==> src/rtl/definitions_pkg.sv <==
// -----------------------------------------------------------------------------
// definitions_pkg
// Shared definitions for the multicycle RV32I control path:
//   - ctrl_state_e : main control FSM states
//   - OP_*         : supported major opcodes (IR[6:0])
//   - ALUOP_*      : 2-bit alu_op codes consumed by alu_control
//   - SRCA_* / SRCB_* : ALU operand mux select encodings
//   - is_known_opcode(): true for the opcodes this control path sequences
// -----------------------------------------------------------------------------
package definitions_pkg;

   typedef enum logic [3:0] {
      FETCH,
      DECODE,
      MEM_ADDR,
      MEM_READ,
      MEM_WB,
      MEM_WRITE,
      EXECUTE,
      ALU_WB,
      BRANCH
   } ctrl_state_e;

   localparam logic [6:0] OP_LOAD   = 7'b0000011;
   localparam logic [6:0] OP_STORE  = 7'b0100011;
   localparam logic [6:0] OP_RTYPE  = 7'b0110011;
   localparam logic [6:0] OP_BRANCH = 7'b1100011;

   localparam logic [1:0] ALUOP_ADD   = 2'b00;
   localparam logic [1:0] ALUOP_SUB   = 2'b01;
   localparam logic [1:0] ALUOP_FUNCT = 2'b10;

   localparam logic       SRCA_PC   = 1'b0;
   localparam logic       SRCA_REG  = 1'b1;

   localparam logic [1:0] SRCB_REG  = 2'b00;
   localparam logic [1:0] SRCB_FOUR = 2'b01;
   localparam logic [1:0] SRCB_IMM  = 2'b10;

   function automatic logic is_known_opcode(input logic [6:0] op);
      return (op == OP_LOAD) || (op == OP_STORE) ||
             (op == OP_RTYPE) || (op == OP_BRANCH);
   endfunction

endpackage

==> src/rtl/multicycle_control.sv <==
// -----------------------------------------------------------------------------
// multicycle_control
// Main control FSM of the multicycle RV32I datapath. Sequences each
// instruction through fetch / decode / execute / memory / writeback and
// drives the datapath strobes for the current state.
//
// Ports:
//   clk           in   clock, rising edge
//   rst_n         in   synchronous active-low reset; also forces all control
//                      outputs to 0 combinationally while low
//   opcode        in   IR[6:0], valid from DECODE onward
//   mem_ready     in   memory completes the current access this cycle
//   mem_req/mem_read/mem_write/iord   out  memory access control
//   ir_write, pc_write, pc_write_cond, pc_source   out  IR/PC update control
//   alu_src_a, alu_src_b, alu_op      out  ALU operand and operation select
//   reg_write, mem_to_reg             out  register file writeback control
//   illegal_instr out  one-cycle pulse in DECODE for an unrecognised opcode
//   instret       out  retired-instruction count (wraps silently)
// -----------------------------------------------------------------------------
module multicycle_control
   import definitions_pkg::*;
#(
   parameter int INSTRET_W = 32
) (
   input  logic                 clk,
   input  logic                 rst_n,
   input  logic [6:0]           opcode,
   input  logic                 mem_ready,
   output logic                 mem_req,
   output logic                 mem_read,
   output logic                 mem_write,
   output logic                 iord,
   output logic                 ir_write,
   output logic                 pc_write,
   output logic                 pc_write_cond,
   output logic                 pc_source,
   output logic                 alu_src_a,
   output logic [1:0]           alu_src_b,
   output logic [1:0]           alu_op,
   output logic                 reg_write,
   output logic                 mem_to_reg,
   output logic                 illegal_instr,
   output logic [INSTRET_W-1:0] instret
);

   localparam logic [INSTRET_W-1:0] INSTRET_ONE = {{(INSTRET_W-1){1'b0}}, 1'b1};

   ctrl_state_e           state_reg;
   ctrl_state_e           state_next;
   logic [INSTRET_W-1:0]  instret_reg;
   logic                  retire;

   // State register and retired-instruction counter
   always_ff @(posedge clk) begin
      if (!rst_n) begin
         state_reg   <= FETCH;
         instret_reg <= '0;
      end else begin
         state_reg <= state_next;
         if (retire) begin
            instret_reg <= instret_reg + INSTRET_ONE;
         end
      end
   end

   // Next state and retire strobe
   always_comb begin
      state_next = state_reg;
      retire     = 1'b0;
      case (state_reg)
         FETCH: begin
            if (mem_ready) state_next = DECODE;
         end
         DECODE: begin
            case (opcode)
               OP_LOAD, OP_STORE: state_next = MEM_ADDR;
               OP_RTYPE:          state_next = EXECUTE;
               OP_BRANCH:         state_next = BRANCH;
               default:           state_next = FETCH;   // illegal: abandon, no retire
            endcase
         end
         MEM_ADDR: begin
            state_next = (opcode == OP_STORE) ? MEM_WRITE : MEM_READ;
         end
         MEM_READ: begin
            if (mem_ready) state_next = MEM_WB;
         end
         MEM_WB: begin
            retire     = 1'b1;
            state_next = FETCH;
         end
         MEM_WRITE: begin
            // A store retires in the cycle its write access completes
            if (mem_ready) begin
               retire     = 1'b1;
               state_next = FETCH;
            end
         end
         EXECUTE: begin
            state_next = ALU_WB;
         end
         ALU_WB: begin
            retire     = 1'b1;
            state_next = FETCH;
         end
         BRANCH: begin
            retire     = 1'b1;
            state_next = FETCH;
         end
         default: begin
            state_next = FETCH;
         end
      endcase
   end

   // Output decode. Moore from the state, except the FETCH IR/PC load which
   // fires on the completing memory cycle. Everything is held at 0 while
   // rst_n is low so a pending access is dropped in the reset cycle itself.
   always_comb begin
      mem_req       = 1'b0;
      mem_read      = 1'b0;
      mem_write     = 1'b0;
      iord          = 1'b0;
      ir_write      = 1'b0;
      pc_write      = 1'b0;
      pc_write_cond = 1'b0;
      pc_source     = 1'b0;
      alu_src_a     = SRCA_PC;
      alu_src_b     = SRCB_REG;
      alu_op        = ALUOP_ADD;
      reg_write     = 1'b0;
      mem_to_reg    = 1'b0;
      illegal_instr = 1'b0;
      if (rst_n) begin
         case (state_reg)
            FETCH: begin
               mem_req   = 1'b1;
               mem_read  = 1'b1;
               alu_src_a = SRCA_PC;
               alu_src_b = SRCB_FOUR;
               alu_op    = ALUOP_ADD;
               if (mem_ready) begin
                  ir_write = 1'b1;
                  pc_write = 1'b1;
               end
            end
            DECODE: begin
               // PC + imm precomputes the branch target into ALUOut
               alu_src_a     = SRCA_PC;
               alu_src_b     = SRCB_IMM;
               alu_op        = ALUOP_ADD;
               illegal_instr = !is_known_opcode(opcode);
            end
            MEM_ADDR: begin
               alu_src_a = SRCA_REG;
               alu_src_b = SRCB_IMM;
               alu_op    = ALUOP_ADD;
            end
            MEM_READ: begin
               mem_req  = 1'b1;
               mem_read = 1'b1;
               iord     = 1'b1;
            end
            MEM_WB: begin
               reg_write  = 1'b1;
               mem_to_reg = 1'b1;
            end
            MEM_WRITE: begin
               mem_req   = 1'b1;
               mem_write = 1'b1;
               iord      = 1'b1;
            end
            EXECUTE: begin
               alu_src_a = SRCA_REG;
               alu_src_b = SRCB_REG;
               alu_op    = ALUOP_FUNCT;
            end
            ALU_WB: begin
               reg_write = 1'b1;
            end
            BRANCH: begin
               alu_src_a     = SRCA_REG;
               alu_src_b     = SRCB_REG;
               alu_op        = ALUOP_SUB;
               pc_write_cond = 1'b1;
               pc_source     = 1'b1;
            end
            default: begin
            end
         endcase
      end
   end

   assign instret = instret_reg;

endmodule

==> config.mk <==
export PLATFORM = sky130hd
export DESIGN_NAME = multicycle_control
export DESIGN_NICKNAME = d
export VERILOG_FILES = /design/src/rtl/definitions_pkg.sv /design/src/rtl/multicycle_control.sv
export SDC_FILE = /design/constraint.sdc
export NUM_CORES = 1
export LEC_CHECK = 0
export BUFFER_PORTS_ARGS = -buffer_cell sky130_fd_sc_hd__buf_2
export CAP_MARGIN = 20
export CORE_MARGIN = 3
export CORE_UTILIZATION = 40
export DETAILED_ROUTE_END_ITERATION = 7
export PLACE_DENSITY = 0.67
export SYNTH_ARGS = -nofsm -noshare
export SYNTH_HDL_FRONTEND = slang
export SYNTH_SLANG_ARGS = --single-unit
==> constraint.sdc <==
create_clock -name clk -period 2.8 [get_ports clk]
set_clock_uncertainty 0.15 [all_clocks]
set_input_delay 0.28 -clock clk [delete_from_list [all_inputs] [get_ports clk]]
set_output_delay 0.28 -clock clk [all_outputs]
set_load 0.02 [all_outputs]
==> results.yml, run 1 <==
yosys:
  synthSimpleGateAreaFrac: 0.342
  synthArstFlopShare: 0
  ys_types: 42
  ys_top_cells_by_area: "dfxtp_1, or4_1, a21oi_1, o31ai_1, nand4_1"
  synthAdderAreaFrac: 0.0107
  synth_top_family_by_area: "simple AND/OR/NAND/NOR gates"
  ys.warnings.count: 0
  ys_seq_elements: 36
  synth_mux_area_frac: 0.0333
  syn_area_per_cell_um2: 8.31
  synth_compound_area_frac: 0.195
  yosysSeqAreaShare: 0.343
  yosys.cell_count.top_type: "dfxtp_1"
  synth_nets: 264
  synth_top_cell_area_share: 0.343
  synthCells: 253
  synthXorXnorAreaFrac: 0.0125
  synthesis.area_um2: 2100
  synth_top_area_cell: "dfxtp_1"
  synth_common_cells: "dfxtp_1, a21oi_1, or4_1"
  synth_flop_cell: "dfxtp_1"
  synth_edf_count: 0
floorplan:
  num_rows: 25
  core_um2: 4910
  die_h_um: 78.5
  pin_count: 58
  fp.dieW_um: 78.5
  dieArea_um2: 6160
  initial_core_util: 0.428
power:
  power_density_nw_per_um2: 362
  peakVddDrop_mv: 0.226
  p_total_mw: 0.901
  power_leakage_nw: 0.911
routing:
  wire_per_inst_um: 14.3
  via_per_inst: 5.78
  routed_wl_mm: 5.19
  num_vias: 2098
  drt-initial-drc-count: 109
  drc_errors: 0
  antenna_left: 0
  first_pass_iters: 4
grt:
  grt_max_degree: 58
  gr-usage-all-layers: 0.174
  antenna_found_initial: 0
  grt.overflow.total: 0
  first_global_vias: 1858
  grt_first_pass_wirelength_mm: 8.75
timing:
  fin_setup_tns_ns: 0
  whs_ns: 0.135
  fmax_mhz: 431
  relSlewSlack: 0.650
  worstMarginPinSlew_ns: 0.524
  finalSetupViolations: 0
  hold_viol: 0
  drv_slew: 0
  rsz0062_at_grt: "false"
  period_share: 0.829
  post-route-min-period_ns: 2.32
hold_path:
  hp-class: "in -> reg"
setup_path:
  path_buf_inv: 1
  crit_type: "reg -> out"
  cp_slowest_cell: "or3b_2"
  critPathMaxFanout: 11
  cpLargestDelayFamily: "simple AND/OR/NAND/NOR gates"
  critPathArrivalTime_ns: 1.89
  crit_path_max_incr_delay_ns: 0.53
  cp-end-kind: "primary output"
  worstSetupStartpointType: "register"
  required_ns: 2.37
  crit_chain: "nand2b_1 -> or3b_2 -> nor2_1 -> o21a_1 -> buf_2"
layout:
  drive_gt1_frac: 0.243
  fin_area_um2: 2490
  largest_reg_flops: 32
  layout.nets: 309
  fillers: 488
  diodes: 0
  syn2layout_area_growth_pct: 18.3
status:
  status: "completed"
clocking:
  cts-resized-gates: 0
  cts_sinks: 36
  cts.htree.levels: 2
  clk_transition_reported_paths_ns: 0.07
  clockBufferDepth: 2
  worstSkewPairLatency_ns: 0.29
  cts_tree: "yes"
  postCtsSetupBuffers: 0
  ctsHoldBuffers: 0
  root_buffer: "clkbuf_8"
  cts_made_buffers: 5
placement:
  place_area_um2: 2420
  port_buffers: 57
  place_congestion: 0.797
  hpwl_mm: 3.51
job:
  drv_cap: 0
==> final timing paths <==
path | from | end | slack, ns | cells after the start
setup / recovery | state_reg[3] | illegal_instr | 0.48 | 5
hold / removal | opcode[5] | state_reg[3] | 0.14 | 2
setup reg to reg | state_reg[1] | instret[15] | 0.63 | 5
hold reg to reg | instret[31] | instret[31] | 0.33 | 2
==> metrics by stage <==
stage	setup WS, ns	utilization	std cells
2_1_floorplan	0.504	-	253
3_3_place_gp	0.626	0.492	358
3_5_place_dp	0.570	0.492	358
4_1_cts	0.471	0.506	363
5_1_grt	0.356	0.506	363
6_report	0.479	0.506	363
==> power breakdown <==
part	leakage [nW]	switching, mW	internal (mW)
Sequential	0.290	0.00347	0.513
Combinational	0.585	0.0332	0.0197
Clock	0.0359	0.172	0.160
==> cell type report <==
type | count | area [um^2] | area share
Timing Repair Buffer | 62 | 335 | 0.135
Sequential cell | 36 | 721 | 0.290
Clock buffer | 5 | 68.8 | 0.0277
Tap cell | 67 | 83.8 | 0.0337
Inverter | 5 | 18.8 | 0.00755
Multi-Input combinational cell | 188 | 1260 | 0.507
==> cell families after synthesis <==
group / after synthesis
adder cells (fa/ha/maj): 2
AND/OR/NAND/NOR: 114
AO/OA/AOI/OAI: 62
flip-flops: 36
XOR/XNOR: 3
multiplexers: 7
buffers and inverters: 29
==> metal layers <==
layer | part of all wire | global-route usage | vias up
met1 | 0.48 | 0.236 | 957
met3 | 0.057 | 0.0493 | 6
met5 | 0 | 0 | -
met2 | 0.45 | 0.265 | 55
met4 | 0.011 | 0.0577 | 0
li1 | - | - | 1080
==> placed cells by master (no fill, tap or decap), types with 2 or more instances in the layout <==
cell and instances:
nor2_1 6, clkbuf_8 5, nand4_1 16, buf_4 4, nor4_1 5, nand3_1 9, o31ai_1 18, xnor2_1 2
or2_2 2, dfxtp_1 36, o41ai_1 4, a21oi_1 27, nand2b_1 11, buf_2 57, inv_1 5, and4_1 9
o21ai_0 4, nor4b_1 2, o311ai_0 3, nand2_1 14, or3_1 4, and2_1 4, nor3b_1 2, nor2b_1 2
nor3_1 4, or4_1 19, mux2i_1 7
==> worst reg2reg max path, stage by stage, from the launching register on <==
cell and delay, ns:
dfxtp_1 0.65, or3b_1 0.26, a41oi_4 0.14, buf_12 0.20, or4_1 0.53, a21oi_1 0.16
Note: power is estimated with default switching activity, not from simulation.
==> run 2, diff against run 1 <==
--- a/config.mk
+++ b/config.mk
@@ -5,12 +5,13 @@
 export SDC_FILE = /design/constraint.sdc
 export NUM_CORES = 1
 export LEC_CHECK = 0
+export ABC_AREA = 1
 export BUFFER_PORTS_ARGS = -buffer_cell sky130_fd_sc_hd__buf_2
 export CAP_MARGIN = 20
 export CORE_MARGIN = 3
 export CORE_UTILIZATION = 40
 export DETAILED_ROUTE_END_ITERATION = 7
-export PLACE_DENSITY = 0.67
+export PLACE_DENSITY = 0.68
 export SYNTH_ARGS = -nofsm -noshare
 export SYNTH_HDL_FRONTEND = slang
 export SYNTH_SLANG_ARGS = --single-unit
==> constraint.sdc (replaced) <==
create_clock -name clk -period 1.9 [get_ports clk]
set_clock_uncertainty 0.15 [all_clocks]
set_input_delay 0.19 -clock clk [delete_from_list [all_inputs] [get_ports clk]]
set_output_delay 0.19 -clock clk [all_outputs]
set_load 0.02 [all_outputs]
==> run 2 against run 1 <==
Effect of this change: register-to-register slack worse by 0.46 ns; critical path depth is 1 lower; setup slack worse by 0.36 ns; sequential power is 47% higher; synthesized cell count is 56% higher; sequential share of layout area is 3.8 points lower; first-iteration DRC count is 38% higher; cell area is 15% higher; hold slack worse by 0.083 ns; global-route usage is 0.59 points higher; via count is 24% higher.
==> results.yml, run 2 <==
timing:
  post-route-min-period_ns: 1.78
  hold_viol: 0
  fin_setup_tns_ns: 0
  whs_ns: 0.0526
  rsz0062_at_grt: "false"
  worstMarginPinSlew_ns: 0.380
  drv_slew: 0
  period_share: 0.937
  relSlewSlack: 0.745
  finalSetupViolations: 0
  fmax_mhz: 562
floorplan:
  num_rows: 27
  die_h_um: 83.5
  dieArea_um2: 6960
  fp.dieW_um: 83.5
  core_um2: 5640
  pin_count: 58
  initial_core_util: 0.425
yosys:
  synthArstFlopShare: 0
  synth_top_area_cell: "dfxtp_1"
  synth_edf_count: 0
  synth_flop_cell: "dfxtp_1"
  ys_types: 27
  synth_common_cells: "nand2_1, nor2_1, inv_1"
  synth_top_cell_area_share: 0.300
  ys_seq_elements: 36
  synthesis.area_um2: 2400
  syn_area_per_cell_um2: 6.09
  synth_nets: 405
  ys.warnings.count: 0
  ys_top_cells_by_area: "dfxtp_1, nand2_1, nor2_1, nand3_1, inv_1"
  synthCells: 394
  yosysSeqAreaShare: 0.300
  yosys.cell_count.top_type: "nand2_1"
routing:
  routed_wl_mm: 6.22
  drc_errors: 0
  num_vias: 2597
  wire_per_inst_um: 11.8
  drt-initial-drc-count: 150
  first_pass_iters: 4
  via_per_inst: 4.94
  antenna_left: 0
layout:
  diodes: 0
  final_common_cell: "nand2_1"
  drive_gt1_frac: 0.220
  largest_reg_flops: 32
  layout.nets: 465
  syn2layout_area_growth_pct: 19.5
  final_cells: 526
  fin_area_um2: 2870
  final_cell_mix: "nand2_1, nor2_1, buf_2"
setup_path:
  cpLargestDelayFamily: "flip-flops"
  critPathMaxFanout: 7
  worstSetupStartpointType: "register"
  path_buf_inv: 1
  crit_chain: "nor2_2 -> nand2_1 -> a31oi_1 -> buf_2"
  crit_type: "reg -> out"
  critPathArrivalTime_ns: 1.44
  cp_slowest_cell: "dfxtp_1"
  r2r_start: "state_reg[1]"
  crit_path_max_incr_delay_ns: 0.38
  cp-end-kind: "primary output"
  crit_start: "state_reg[1]"
  required_ns: 1.56
placement:
  dp.cells: 518
  place_congestion: 0.833
  hpwl_mm: 4.58
  port_buffers: 57
  place_area_um2: 2750
power:
  power_density_nw_per_um2: 517
  p_total_mw: 1.48
  peakVddDrop_mv: 0.240
  power_leakage_nw: 1.38
grt:
  grt_max_degree: 32
  first_global_vias: 2348
  grt.overflow.total: 0
  gr-usage-all-layers: 0.180
  antenna_found_initial: 0
  grt_first_pass_wirelength_mm: 10.6
clocking:
  root_buffer: "clkbuf_8"
  cts_tree: "yes"
  cts.htree.levels: 2
  clk_transition_reported_paths_ns: 0.07
  cts_made_buffers: 5
  clockBufferDepth: 2
  worstSkewPairLatency_ns: 0.29
  cts_sinks: 36
job:
  drv_cap: 0
status:
  status: "completed"
hold_path:
  hold_start: "opcode[6]"
  hp-class: "in -> reg"
-- run 2: cell types whose count changed after synthesis, sizes merged, moves of 6 or more --
cell / delta
inv: +50
and4: -9
nand2: +97
mux2i: -7
nand3: +36
nor2: +72
a21oi: -6
nand2b: -11
clkbuf: -9
o31ai: -18
or4: -19
-- run 2: cell type report --
cell class	instances	area (um^2)
Tap cell	72	90.1
Sequential cell	36	722
Fill cell	585	2770
Clock buffer	7	96.3
Timing Repair Buffer	64	350
Inverter	56	210
Multi-Input combinational cell	291	1400
-- run 2: power by group --
part / switching (mW) / internal, mW / total [mW]
Clock: 0.288 / 0.323 / 0.612
Sequential: 0.00307 / 0.757 / 0.760
Combinational: 0.0760 / 0.0362 / 0.112
-- run 2: per-stage QoR --
step                 util  setup WS [ns]
global route        0.508         0.0157
finish              0.508          0.121
global placement    0.487          0.251
CTS                 0.504         0.0732
detailed placement  0.487          0.212
floorplan               -          0.126
-- run 2: cell families (layout without fill, tap and decap cells) --
logic type / Yosys count / after routing / share of synthesized area
adder cells (fa/ha/maj): 1 / 1 / 0.00521
flip-flops: 36 / 36 / 0.300
AND/OR/NAND/NOR: 257 / 258 / 0.492
AO/OA/AOI/OAI: 28 / 28 / 0.0610
XOR/XNOR: 4 / 4 / 0.0146
buffers and inverters: 68 / 127 / 0.127
-- run 2: worst paths after layout --
check	depth (start not counted)	slack, ns	to
worst min register to register	2	0.37	instret[10]
worst max-delay path	4	0.12	mem_req
worst min-delay path	3	0.05	state_reg[3]
worst max register to register	10	0.17	instret[21]
-- run 2: layer usage --
| layer | vias up | global-route usage | wire length, um |
|---|---|---|---|
| met4 | 0 | 0.0687 | 109 |
| met3 | 9 | 0.0336 | 375 |
| li1 | 1360 | - | - |
| met2 | 78 | 0.294 | 2850 |
| met5 | - | 0 | 0 |
| met1 | 1150 | 0.235 | 2880 |
-- run 2: tightest hold or removal path: stages --
cell and delay, ns:
buf_2 0.11, nand3_1 0.10, nor4_1 0.05
-- run 2: repair_timing --
action                     CTS  global route
setup buffers                0             0
setup endpoints to repair    0             4
hold buffers                 0             0
resized for setup            0             5
==> run 3, diff against run 2 <==
--- a/config.mk
+++ b/config.mk
@@ -5,13 +5,12 @@
 export SDC_FILE = /design/constraint.sdc
 export NUM_CORES = 1
 export LEC_CHECK = 0
-export ABC_AREA = 1
 export BUFFER_PORTS_ARGS = -buffer_cell sky130_fd_sc_hd__buf_2
 export CAP_MARGIN = 20
 export CORE_MARGIN = 3
 export CORE_UTILIZATION = 40
 export DETAILED_ROUTE_END_ITERATION = 7
-export PLACE_DENSITY = 0.68
+export PLACE_DENSITY_LB_ADDON = 0.12
 export SYNTH_ARGS = -nofsm -noshare
 export SYNTH_HDL_FRONTEND = slang
 export SYNTH_SLANG_ARGS = --single-unit
==> run 3 against run 2 <==
Effect of this change: the flow now finishes with violations (setup timing); non-clock buffer count rose by 29; clock-buffer cell count fell by 2; maximum frequency fell by 6.6%; cell area rose by 5.1%; clock power rose by 13%; total power rose by 4.9%; die area fell by 12%; sequential power fell by 0.7%.
==> results.yml, run 3 (synthesis gave the netlist of run 1 again) <==
status:
  status: "finished, violations left"
  violations: "setup timing"
setup_path:
  worstSetupStartpointType: "register"
  rr_endpoint: "instret[26]"
  critPathArrivalTime_ns: 1.98
  r2r_cells: 7
  r2r_slack_ns: -0.004
  crit_type: "reg -> reg"
  critPathMaxFanout: 31
  required_ns: 1.97
  r2r_start: "state_reg[1]"
  cp-end-kind: "register"
floorplan:
  pin_count: 58
  fp.dieW_um: 78.5
  num_rows: 25
  die_h_um: 78.5
  core_um2: 4910
  initial_core_util: 0.428
  dieArea_um2: 6160
grt:
  first_global_vias: 2076
  grt_max_degree: 32
  gr-usage-all-layers: 0.183
  grt_first_pass_wirelength_mm: 9.29
  antenna_found_initial: 0
  grt.overflow.total: 0
hold_path:
  min_to: "state_reg[3]"
  hold_start: "opcode[5]"
  hp-class: "in -> reg"
  min_path_cells: 2
clocking:
  cts_made_buffers: 5
  cts.htree.levels: 2
  cts_tree: "yes"
  cts_sinks: 36
  worstSkewPairLatency_ns: 0.30
  ctsHoldBuffers: 0
  clockBufferDepth: 2
  clk_transition_reported_paths_ns: 0.07
  root_buffer: "clkbuf_8"
job:
  drv_cap: 0
timing:
  fin_setup_tns_ns: -0.00765
  fin_ws_ns: -0.00418
  worstMarginPinSlew_ns: 0.352
  finalSetupViolations: 3
  hold_viol: 0
  fmax_mhz: 525
  period_share: 1.00
  relSlewSlack: 0.759
  post-route-min-period_ns: 1.90
  drv_slew: 0
  whs_ns: 0.0379
  rsz0062_at_grt: "true"
routing:
  drt-initial-drc-count: 106
  first_pass_iters: 4
  num_vias: 2284
  antenna_left: 0
  via_per_inst: 5.75
  wire_per_inst_um: 14.5
  routed_wl_mm: 5.74
  drc_errors: 0
layout:
  diodes: 0
  layout.nets: 340
  final_cell_mix: "buf_2, buf_4, dfxtp_1"
  fillers: 458
  final_common_cell: "buf_2"
  syn2layout_area_growth_pct: 43.3
  drive_gt1_frac: 0.433
  largest_reg_flops: 32
  utilization: 0.614
power:
  peakVddDrop_mv: 0.311
  power_density_nw_per_um2: 517
  switching_share: 0.235
  p_total_mw: 1.56
  p_int_mw: 1.19
  power_leakage_nw: 1.16
  switchingPower_mw: 0.365
  p_clk_frac: 0.443
  combPwrFrac: 0.072
  pwr-share-seq: 0.485
placement:
  port_buffers: 57
  place_congestion: 0.780
  hpwl_mm: 3.86
## run 3: worst max-delay path by stage
stage | from | endpoint | depth (start not counted)
finish | state_reg[1] | instret[26] | 7
global placement | state_reg[0] | instret[1] | 5
floorplan | state_reg[2] | pc_write | 4
detailed placement | state_reg[0] | instret[9] | 6
global route | state_reg[1] | ir_write | 6
CTS | state_reg[1] | instret[9] | 7
## run 3: metrics by stage
step,std cells,cell area [um^2],setup WS [ns]
finish,397,3010,-0.00418
CTS,394,2810,-0.0127
global route,397,3010,-0.0749
floorplan,253,2120,-0.0755
global placement,382,2630,0.0646
detailed placement,382,2630,0.0225
## run 3: repair_timing
| action | in CTS | in global routing |
|---|---|---|
| gates resized for setup | 12 | 40 |
| setup buffers | 4 | 3 |
| pin swaps | 23 | 4 |
| endpoints found under the hold margin | 0 | 0 |
| setup endpoints to repair | 3 | 35 |
## run 3: final cells by class
| cell class | instances | area (um^2) | area share |
|---|---|---|---|
| Inverter | 5 | 18.8 | 0.00623 |
| Clock buffer | 5 | 68.8 | 0.0228 |
| Sequential cell | 36 | 738 | 0.245 |
| Clock inverter | 3 | 42.5 | 0.0141 |
| Tap cell | 67 | 83.8 | 0.0278 |
| Multi-Input combinational cell | 188 | 1440 | 0.478 |
| Timing Repair Buffer | 93 | 621 | 0.206 |
## run 3: worst max-delay path, stage by stage, from the launching register on
cell,delay [ns]
dfxtp_2,0.33
buf_6,0.11
nor4b_4,0.19
buf_4,0.16
a41oi_4,0.05
buf_12,0.21
or4_1,0.51
a21oi_1,0.13
## run 3: layer usage
layer  routed length (um)  global-route usage  share of wire
met1                 2530               0.233           0.44
met2                 2760               0.304           0.48
met3                  365              0.0390          0.064
met4                   91              0.0647          0.016
met5                    0                   0              0
## run 3: power groups by stage
stage / Clock, mW / Combinational (mW) / Sequential [mW]
6_report: 0.689 / 0.111 / 0.755
5_1_grt: 0.730 / 0.121 / 0.756
4_1_cts: 0.697 / 0.101 / 0.757
3_5_place_dp: 0 / 0.0942 / 0.775
3_3_place_gp: 0 / 0.0937 / 0.774
2_1_floorplan: 0 / 0.0568 / 0.774
